### src/rtl/mem_arb_pkg.sv
// Shared types and default widths for the unified memory arbiter.
package mem_arb_pkg;

    typedef enum logic [1:0] {
        IDLE,
        FETCH,
        DATA
    } arb_state_t;

    typedef enum logic {
        GNT_FETCH,
        GNT_DATA
    } grant_t;

    localparam int DEF_ADDR_W = 32;
    localparam int DEF_DATA_W = 32;

endpackage

### src/rtl/mem_arb_perf_cnt.sv
// Purpose: saturating 32-bit event counter for arbiter stall statistics.
// Latency: count reflects inc one cycle later.
// Backpressure: none; holds at 32'hFFFF_FFFF once saturated.
module mem_arb_perf_cnt (
    input  logic        clk,
    input  logic        rst_n,
    input  logic        inc,
    output logic [31:0] count
);

    always_ff @(posedge clk or negedge rst_n) begin
        if (!rst_n) begin
            count <= 32'h0;
        end else if (inc && (count != 32'hFFFF_FFFF)) begin
            count <= count + 32'd1;
        end
    end

endmodule

### src/rtl/unified_mem_arbiter.sv
// Purpose: shares one single-ported memory between fetch and load/store; stall counters under ARB_PERF_CNT_EN.
// Latency: request in IDLE at N -> mem_req at N+1 -> mem_ready at M -> valid pulse at M+1 (2 cycles minimum).
// Backpressure: one outstanding transaction; mem_* held stable until mem_ready, requesters stalled until valid.
module unified_mem_arbiter
    import mem_arb_pkg::*;
#(
    parameter int ADDR_W = DEF_ADDR_W,
    parameter int DATA_W = DEF_DATA_W
) (
    input  logic                  clk,
    input  logic                  rst_n,
    input  logic                  if_req,
    input  logic [ADDR_W-1:0]     if_addr,
    input  logic                  if_kill,
    output logic [DATA_W-1:0]     if_rdata,
    output logic                  if_valid,
    input  logic                  d_req,
    input  logic                  d_we,
    input  logic [ADDR_W-1:0]     d_addr,
    input  logic [DATA_W-1:0]     d_wdata,
    input  logic [DATA_W/8-1:0]   d_wstrb,
    output logic [DATA_W-1:0]     d_rdata,
    output logic                  d_valid,
    output logic                  mem_req,
    output logic                  mem_we,
    output logic [ADDR_W-1:0]     mem_addr,
    output logic [DATA_W-1:0]     mem_wdata,
    output logic [DATA_W/8-1:0]   mem_wstrb,
    input  logic [DATA_W-1:0]     mem_rdata,
    input  logic                  mem_ready,
    output logic                  if_stall,
    output logic                  mem_stall,
    output logic [31:0]           perf_if_wait,
    output logic [31:0]           perf_d_wait
);

    arb_state_t state;
    grant_t     last_grant;
    logic       kill_pend;

    logic d_pend;
    logic f_pend;
    logic pick_data;
    logic pick_fetch;
    logic mem_done;

    assign if_stall  = if_req & ~if_valid;
    assign mem_stall = d_req & ~d_valid;

    // A request seen during its own valid cycle is the one just completed, not a new one.
    assign d_pend     = d_req & ~d_valid;
    assign f_pend     = if_req & ~if_valid & ~if_kill;
    assign pick_data  = d_pend & (~f_pend | (last_grant == GNT_FETCH));
    assign pick_fetch = f_pend & ~pick_data;
    assign mem_done   = mem_req & mem_ready;

    always_ff @(posedge clk or negedge rst_n) begin
        if (!rst_n) begin
            state      <= IDLE;
            last_grant <= GNT_FETCH;
            kill_pend  <= 1'b0;
            mem_req    <= 1'b0;
            mem_we     <= 1'b0;
            mem_addr   <= '0;
            mem_wdata  <= '0;
            mem_wstrb  <= '0;
            if_rdata   <= '0;
            if_valid   <= 1'b0;
            d_rdata    <= '0;
            d_valid    <= 1'b0;
        end else begin
            if_valid <= 1'b0;
            d_valid  <= 1'b0;
            case (state)
                IDLE: begin
                    if (pick_data) begin
                        state      <= DATA;
                        last_grant <= GNT_DATA;
                        mem_req    <= 1'b1;
                        mem_we     <= d_we;
                        mem_addr   <= d_addr;
                        mem_wdata  <= d_wdata;
                        mem_wstrb  <= d_wstrb;
                    end else if (pick_fetch) begin
                        state      <= FETCH;
                        last_grant <= GNT_FETCH;
                        mem_req    <= 1'b1;
                        mem_we     <= 1'b0;
                        mem_addr   <= if_addr;
                        mem_wdata  <= '0;
                        mem_wstrb  <= '0;
                    end
                end
                FETCH: begin
                    if (if_kill) begin
                        kill_pend <= 1'b1;
                    end
                    if (mem_done) begin
                        state     <= IDLE;
                        mem_req   <= 1'b0;
                        kill_pend <= 1'b0;
                        if (!kill_pend && !if_kill) begin
                            if_valid <= 1'b1;
                            if_rdata <= mem_rdata;
                        end
                    end
                end
                DATA: begin
                    if (mem_done) begin
                        state   <= IDLE;
                        mem_req <= 1'b0;
                        d_valid <= 1'b1;
                        if (!mem_we) begin
                            d_rdata <= mem_rdata;
                        end
                    end
                end
                default: state <= IDLE;
            endcase
        end
    end

`ifdef ARB_PERF_CNT_EN
    mem_arb_perf_cnt u_perf_if (
        .clk   (clk),
        .rst_n (rst_n),
        .inc   (if_stall),
        .count (perf_if_wait)
    );

    mem_arb_perf_cnt u_perf_d (
        .clk   (clk),
        .rst_n (rst_n),
        .inc   (mem_stall),
        .count (perf_d_wait)
    );
`else
    assign perf_if_wait = 32'h0;
    assign perf_d_wait  = 32'h0;
`endif

endmodule

### config.mk
export PLATFORM = sky130hd
export DESIGN_NAME = unified_mem_arbiter
export DESIGN_NICKNAME = d
export VERILOG_FILES = /design/src/rtl/mem_arb_pkg.sv /design/src/rtl/mem_arb_perf_cnt.sv /design/src/rtl/unified_mem_arbiter.sv
export SDC_FILE = /design/constraint.sdc
export NUM_CORES = 1
export LEC_CHECK = 0
export ABC_AREA = 1
export BUFFER_PORTS_ARGS = -buffer_cell sky130_fd_sc_hd__buf_2
export CORE_AREA = 2 2 133 135
export DETAILED_ROUTE_END_ITERATION = 7
export DIE_AREA = 0 0 135 137
export GPL_ROUTABILITY_DRIVEN = 1
export PLACE_DENSITY = 0.69
export SLEW_MARGIN = 5
export SYNTH_ARGS = -nofsm -noshare
export SYNTH_HDL_FRONTEND = slang
export SYNTH_SLANG_ARGS = --single-unit
export TNS_END_PERCENT = 20
### constraint.sdc
create_clock -name clk -period 2.7 [get_ports clk]
set_input_delay 0.81 -clock clk [delete_from_list [all_inputs] [get_ports clk]]
set_output_delay 0.81 -clock clk [all_outputs]
set_load 0.03 [all_outputs]
==> summary.md, run 1 <==
| Metric | Value |
|---|---|
| Pwr per Cell Area | `~1200 nW/um^2` |
| Max Cap Viol | `0` |
| Die X-Extent | `between 100 and 150 um` |
| Share of cells above drive strength 1 | `approximately 30%` |
| Crit-path max FO | `5` |
| Vias per inst | `4.19` |
| Insertion delay of the later-clocked pin in the worst-skew pair | `a little over 0.4 ns` |
| CP Data Arrival Time | `~1.3 ns` |
| WL final | `roughly 16 mm` |
| Pins Over Slew Limit | `0` |
| Max Fclk | `470 MHz` |
| First-pass GRT wire length | `~25 mm` |
| FF-to-FF path depth | `6` |
| FF-to-FF End | `mem_wdata[31]$_DFFE_PN0P_` |
| Avg Inst Size Synth | `8.25 um^2` |
| Post-CTS Setup Bufs | `0` |
| Tot Pwr | `between 10 and 15 mW` |
| Largest net degree at the start of global routing | `between 70 and 80` |
| Crit-path most repeated cell | `buf_2` |
| Cell area after synthesis | `6480 um^2` |
| Commonest non-fill, non-tap cell in the layout | `buf_2` |
| Via total after detailed routing | `around 5400` |
| Placed cell area | `between 7000 and 8000 um^2` |
| Sequential share of the synthesized area | `54.1%` |
| Core area | `17100 um^2` |
| Antenna-violating nets left | `0` |
| DRC viols | `0` |
| VDD IR max | `between 0.6 and 0.7 mV` |
| Synth-to-layout area growth | `30.5%` |
| Class of the worst hold path | `input pin to async pin` |
| Gate Count Post-Synth | `785` |
| PortBufs | `approximately 280` |
| Layout Cells excl Fill | `1292` |
| Global route total overflow | `0` |
| CTS tree | `yes` |
| Synth warn | `0` |
| Hpwl dp | `about 12 mm` |
| Initial Util | `38.0%` |
| P_leak | `~5.2 nW` |
| Yosys reg bits | `140` |
| IO Count | `about 340` |
| # setup viols final | `0` |
| Number of diodes | `0` |
| Clock buffer count from CTS | `17` |
| Placed insts | `about 1300` |
| Routed len/inst | `12.6 um` |
| WS Path Type | `input pin to primary output` |
| Die area | `18500 um^2` |
| Final nets | `about 1200` |
| H-tree Lvls | `4` |
| Crit path capture type | `primary output` |
| Clk pin slew, worst setup/hold paths | `~0.07 ns` |
| First-pass iteration count of the detailed router | `5` |
| Crit path cell chain | `buf_2 > inv_1 > nor2_4 > buf_2` |
| Max-slew headroom | `roughly 54%` |
| Final hold viol count | `0` |
| Fin Clk Skew | `roughly 0.011 ns` |
| Worst path slowest cell | `buf_2` |
| R2r startpoint | `state[0]$_DFFE_PN0P_` |
| Hold buffers post-CTS | `0` |
| WP data required | `around 1.9 ns` |
| Tmin final | `2.13 ns` |
| RSZ-0062 raised after global routing | `no` |
| Slowest stage delay, CP | `~0.23 ns` |
| Core Util, Final | `slightly below 50%` |
| CTS max path bufs | `2` |
| Commonest cells after routing, fill and taps aside | `275 x buf_2, 209 x nand2_1, 146 x inv_1` |
| Clk Tree Root Cell | `clkbuf_16` |
| Outcome | `finished, final reports clean` |
| Startpoint Class | `input pin` |
| R2r setup slk | `roughly 0.99 ns` |
| Die Height | `about 140 um` |
| Clock sinks | `140` |
| Final worst-path cycle share | `about four fifths` |
| Post-route cell area | `~8500 um^2` |
| Row count | `48` |
| All-layer global routing usage | `17.2%` |
| Fin Setup TNS | `0 ns` |
| Post_cts resized | `0` |
| Initial antenna violation count | `0` |
| Number of global-route vias before repair | `approximately 5000` |
| Netlist cell types | `19` |
| Worst-Margin Slew | `slightly below 0.7 ns` |
| Gpl congestion | `about 0.82` |
| First DRT Iteration DRCs | `289` |
## worst max-delay path, delay by kind of cell
kind          cells  cell delay [ns]
buf+inv           3             0.36
simple gates      1             0.15
## metal layers
layer	track usage [%]	routed length [um]	vias up
met5	0	0	-
met4	6.71	367	0
met3	4.78	997	25
met2	27.3	7850	206
met1	22.4	7030	2400
li1	-	-	2785
## final cells by class
type                    count  area, um^2
flip-flops and latches    140        3500
clock inverters            12         140
inverters                 148         556
repair buffers            287        1520
multi-input cells         460        2010
clock buffers              20         447
well taps                 225         282
fillers                  1676        8600
## flip-flops by register name, summed over array words and instances (netlist names), 2 cells and up
| name | cells |
|---|---|
| state | 2 |
| if_rdata | 32 |
| mem_wstrb | 4 |
| mem_addr | 32 |
| mem_wdata | 32 |
| d_rdata | 32 |
## cells in the mapped netlist
master	n	share of area [%]
nand2_1	210	12
inv_1	146	8.5
dfrtp_1	140	54
o21ai_0	90	7.0
nand3_1	70	5.4
buf_4	68	7.9
buf_2	19	1.5
o21ai_1	14	1.1
clkbuf_1	11	0.64
ha_1	4	0.77
nor2_1	4	0.23
inv_2	2	0.12
buf_1	1	0.058
clkbuf_2	1	0.077
conb_1	1	0.058
nand2_2	1	0.097
nand4_1	1	0.097
nand4_2	1	0.19
nor2_4	1	0.17
## cell families (layout without fill, tap and decap cells)
logic type	Yosys count	after routing	synth area share (%)
buffers and inverters	248	467	18.7
flip-flops	140	140	54.1
AO/OA/AOI/OAI	104	104	8.03
adder cells (fa/ha/maj)	4	4	0.773
AND/OR/NAND/NOR	288	288	18.4
other	1	64	0.0579
## power by group
group          internal (mW)  switching (mW)  leakage, nW  total [mW]
Clock                   1.39           0.912        0.277        2.31
Sequential              3.01           0.489         1.78        3.50
Combinational           1.22            3.34         3.09        4.56
## how the worst max path moves through the flow
stage	start	to	slack, ns	cells after the start
finish	d_req	mem_stall	0.57	4
detailed placement	d_req	mem_wdata[31]$_DFFE_PN0P_	0.53	9
global placement	d_req	mem_stall	0.55	4
global route	d_req	mem_stall	0.53	4
CTS	d_req	mem_stall	0.56	4
floorplan	d_req	mem_stall	0.59	3
## per-stage QoR
step | hold slack [ns] | setup slack, ns
detailed placement | 0.464 | 0.526
floorplan | 0.461 | 0.593
finish | 0.345 | 0.570
global placement | 0.459 | 0.545
global route | 0.357 | 0.531
CTS | 0.353 | 0.560
No activity file was read; power rests on OpenSTA's default activity.
==> run 2: changes to the inputs <==
clock period = 2 ns   (was 2.7 ns; I/O delays follow)
==> run 2 against run 1 <==
  * Clock power rose by 45%
  * Combinational power rose by 37%
  * Die area did not move
  * Critical endpoint unchanged
==> summary.md, run 2 (synthesized netlist as in run 1, its figures left out) <==
| Metric | Value |
|---|---|
| Antenna-violating nets left | `0 (unchanged)` |
| Gpl congestion | `0.825 (was 0.821)` |
| Die X-Extent | `135 um (unchanged)` |
| Fin Clk Skew | `0.0120 ns (was 0.0107 ns)` |
| FF/Latch Area | `3500 um^2 (unchanged)` |
| Hold buffers post-CTS | `0 (unchanged)` |
| Post-CTS Setup Bufs | `0 (unchanged)` |
| First-pass GRT wire length | `25.5 mm (was 25.2 mm)` |
| FF-to-FF path depth | `6 (unchanged)` |
| Number of global-route vias before repair | `5270 (was 4991)` |
| Pwr per Cell Area | `1670 nW/um^2 (was 1230 nW/um^2)` |
| Final hold viol count | `0 (unchanged)` |
| Vias per inst | `4.26 (was 4.19)` |
| WP buf/inv | `1 (was 3)` |
| Initial Util | `38.0% (unchanged)` |
| Layout Cells excl Fill | `1299 (was 1292)` |
| Commonest non-fill, non-tap cell in the layout | `buf_2 (unchanged)` |
| Area occupied by multi-input gates | `2010 um^2 (unchanged)` |
| PortBufs | `276 (unchanged)` |
| M2 GR Usage | `28.7% (was 27.3%)` |
| R2r startpoint | `state[0]$_DFFE_PN0P_ (unchanged)` |
| Initial antenna violation count | `2 (was 0)` |
| Largest net degree at the start of global routing | `71 (unchanged)` |
| Grt met3 use | `4.19% (was 4.78%)` |
| Critical path depth | `2 (was 4)` |
| Row count | `48 (unchanged)` |
| WP data required | `1.40 ns (was 1.89 ns)` |
| Die Height | `137 um (unchanged)` |
| Slowest stage delay, CP | `0.43 ns (was 0.23 ns)` |
| Routed len/inst | `12.7 um (was 12.6 um)` |
| Crit path cell chain | `nor2_4 > buf_2 (was buf_2 > inv_1 > nor2_4 > buf_2)` |
| Met1 usage | `21.7% (was 22.4%)` |
| CP endpoint | `mem_stall (unchanged)` |
| WS Path Type | `flip-flop to primary output (was input pin to primary output)` |
| Clk pin slew, worst setup/hold paths | `0.07 ns (about the same)` |
| Most Used Layer, Global Route | `met2 (unchanged)` |
| Via total after detailed routing | `5533 (was 5416)` |
| First DRT Iteration DRCs | `333 (was 289)` |
| First-pass iteration count of the detailed router | `4 (was 5)` |
| H-tree Lvls | `4 (unchanged)` |
| Post-route cell area | `8570 um^2 (was 8460 um^2)` |
| CP Data Arrival Time | `1.28 ns (was 1.32 ns)` |
| CTS tree | `yes (unchanged)` |
| Outcome | `finished, final reports clean (unchanged)` |
| Worst path slowest cell | `dfrtp_1 (was buf_2)` |
| P_leak | `5.22 nW (was 5.15 nW)` |
| Startpoint Class | `flip-flop (was input pin)` |
| Tot Pwr | `14.3 mW (was 10.4 mW)` |
| WL final | `16.5 mm (was 16.2 mm)` |
| CP startpoint | `d_valid$_DFF_PN0_ (was d_req)` |
| Layout filler cell count | `1662 (was 1676)` |
| Clock sinks | `140 (unchanged)` |
| R2r setup slk | `0.56 ns (was 0.99 ns)` |
| Core Util, Final | `50.2% (was 49.6%)` |
| Placed cell area | `7930 um^2 (was 7870 um^2)` |
| Clk Tree Root Cell | `clkbuf_16 (unchanged)` |
| Share of cells above drive strength 1 | `30.9% (was 30.4%)` |
| Crit-path max FO | `6 (was 5)` |
| Max Fclk | `about 530 MHz` |
| Clock buffer count from CTS | `17 (unchanged)` |
| Pins Over Slew Limit | `0 (unchanged)` |
| Global route total overflow | `0 (unchanged)` |
| Core area | `17100 um^2 (unchanged)` |
| CTS max path bufs | `2 (unchanged)` |
| Class of the worst hold path | `input pin to async pin (unchanged)` |
| VDD IR max | `0.680 mV (was 0.601 mV)` |
| # setup viols final | `0 (unchanged)` |
| IO Count | `341 (unchanged)` |
| FF-to-FF End | `mem_wdata[28]$_DFFE_PN0P_ (was mem_wdata[31]$_DFFE_PN0P_)` |
| Crit path capture type | `primary output (unchanged)` |
| Fin Setup TNS | `0 ns (unchanged)` |
| DRC viols | `0 (unchanged)` |
| Die area | `18500 um^2 (unchanged)` |
| Final nets | `1202 (was 1197)` |
| Commonest cells after routing, fill and taps aside | `275 x buf_2, 209 x nand2_1, 146 x inv_1 (unchanged)` |
| Final worst-path cycle share | `between 90% and 100%` |
| Max Cap Viol | `0 (unchanged)` |
| All-layer global routing usage | `17.5% (was 17.2%)` |
| Placed insts | `1265 (was 1260)` |
| Post_cts resized | `0 (unchanged)` |
| Tmin final | `around 1.9 ns` |
| Insertion delay of the later-clocked pin in the worst-skew pair | `0.42 ns (was 0.41 ns)` |
| Synth-to-layout area growth | `32.3% (was 30.5%)` |
| Hpwl dp | `11.9 mm (was 11.7 mm)` |
| Delay-heaviest family, CP | `flip-flops (was buffers and inverters)` |
| RSZ-0062 raised after global routing | `no (unchanged)` |
## run 2: cell types whose count changed in the layout (fill, tap and decap cells not counted), moves of 2 or more
cell | before | now
buf_4 | 7 | 10
diode_2 | 0 | 2
clkbuf_1 | 2 | 0
buf_12 | 4 | 6
clkinvlp_4 | 3 | 0
inv_6 | 2 | 4
## run 2: routing by layer
metal | wire length (um) | share of wire [%]
met1 | 6970 | 42
met2 | 8100 | 49
met3 | 993 | 6.0
met4 | 449 | 2.7
met5 | 0 | 0
## run 2: report_power, final
part	internal, mW	total [mW]	switching, mW	leakage, nW
sequential	4.06	4.70	0.639	1.78
combinational	1.72	6.26	4.54	3.13
clock	2.06	3.36	1.30	0.311
## run 2: cell type report
cell class                      count  share of cell area (%)
Sequential cell                   140                    40.9
Multi-Input combinational cell    460                    23.4
Timing Repair Buffer              292                    18.5
Inverter                          148                    6.48
Clock buffer                       19                    5.29
Tap cell                          225                    3.29
Clock inverter                     13                    2.10
Antenna cell                        2                  0.0584
## run 2: stage by stage
| step | setup WS, ns | hold slack [ns] |
|---|---|---|
| 2_1_floorplan | 0.313 | 0.304 |
| 3_3_place_gp | 0.270 | 0.459 |
| 3_5_place_dp | 0.271 | 0.461 |
| 4_1_cts | 0.0778 | 0.0626 |
| 5_1_grt | 0.0570 | 0.0747 |
| 6_report | 0.122 | 0.0722 |
## run 2: how the worst min path moves through the flow
stage / slack, ns / from / to / cells past startpoint
after floorplan: 0.30 / rst_n / d_rdata[0]$_DFFE_PN0P_ / 0
after global placement: 0.46 / mem_addr[25]$_DFFE_PN0P_ / mem_addr[25]$_DFFE_PN0P_ / 2
after detailed placement: 0.46 / mem_addr[22]$_DFFE_PN0P_ / mem_addr[22]$_DFFE_PN0P_ / 2
after CTS: 0.06 / rst_n / d_rdata[13]$_DFFE_PN0P_ / 1
after global routing: 0.07 / rst_n / d_rdata[20]$_DFFE_PN0P_ / 1
final: 0.07 / rst_n / d_rdata[20]$_DFFE_PN0P_ / 1
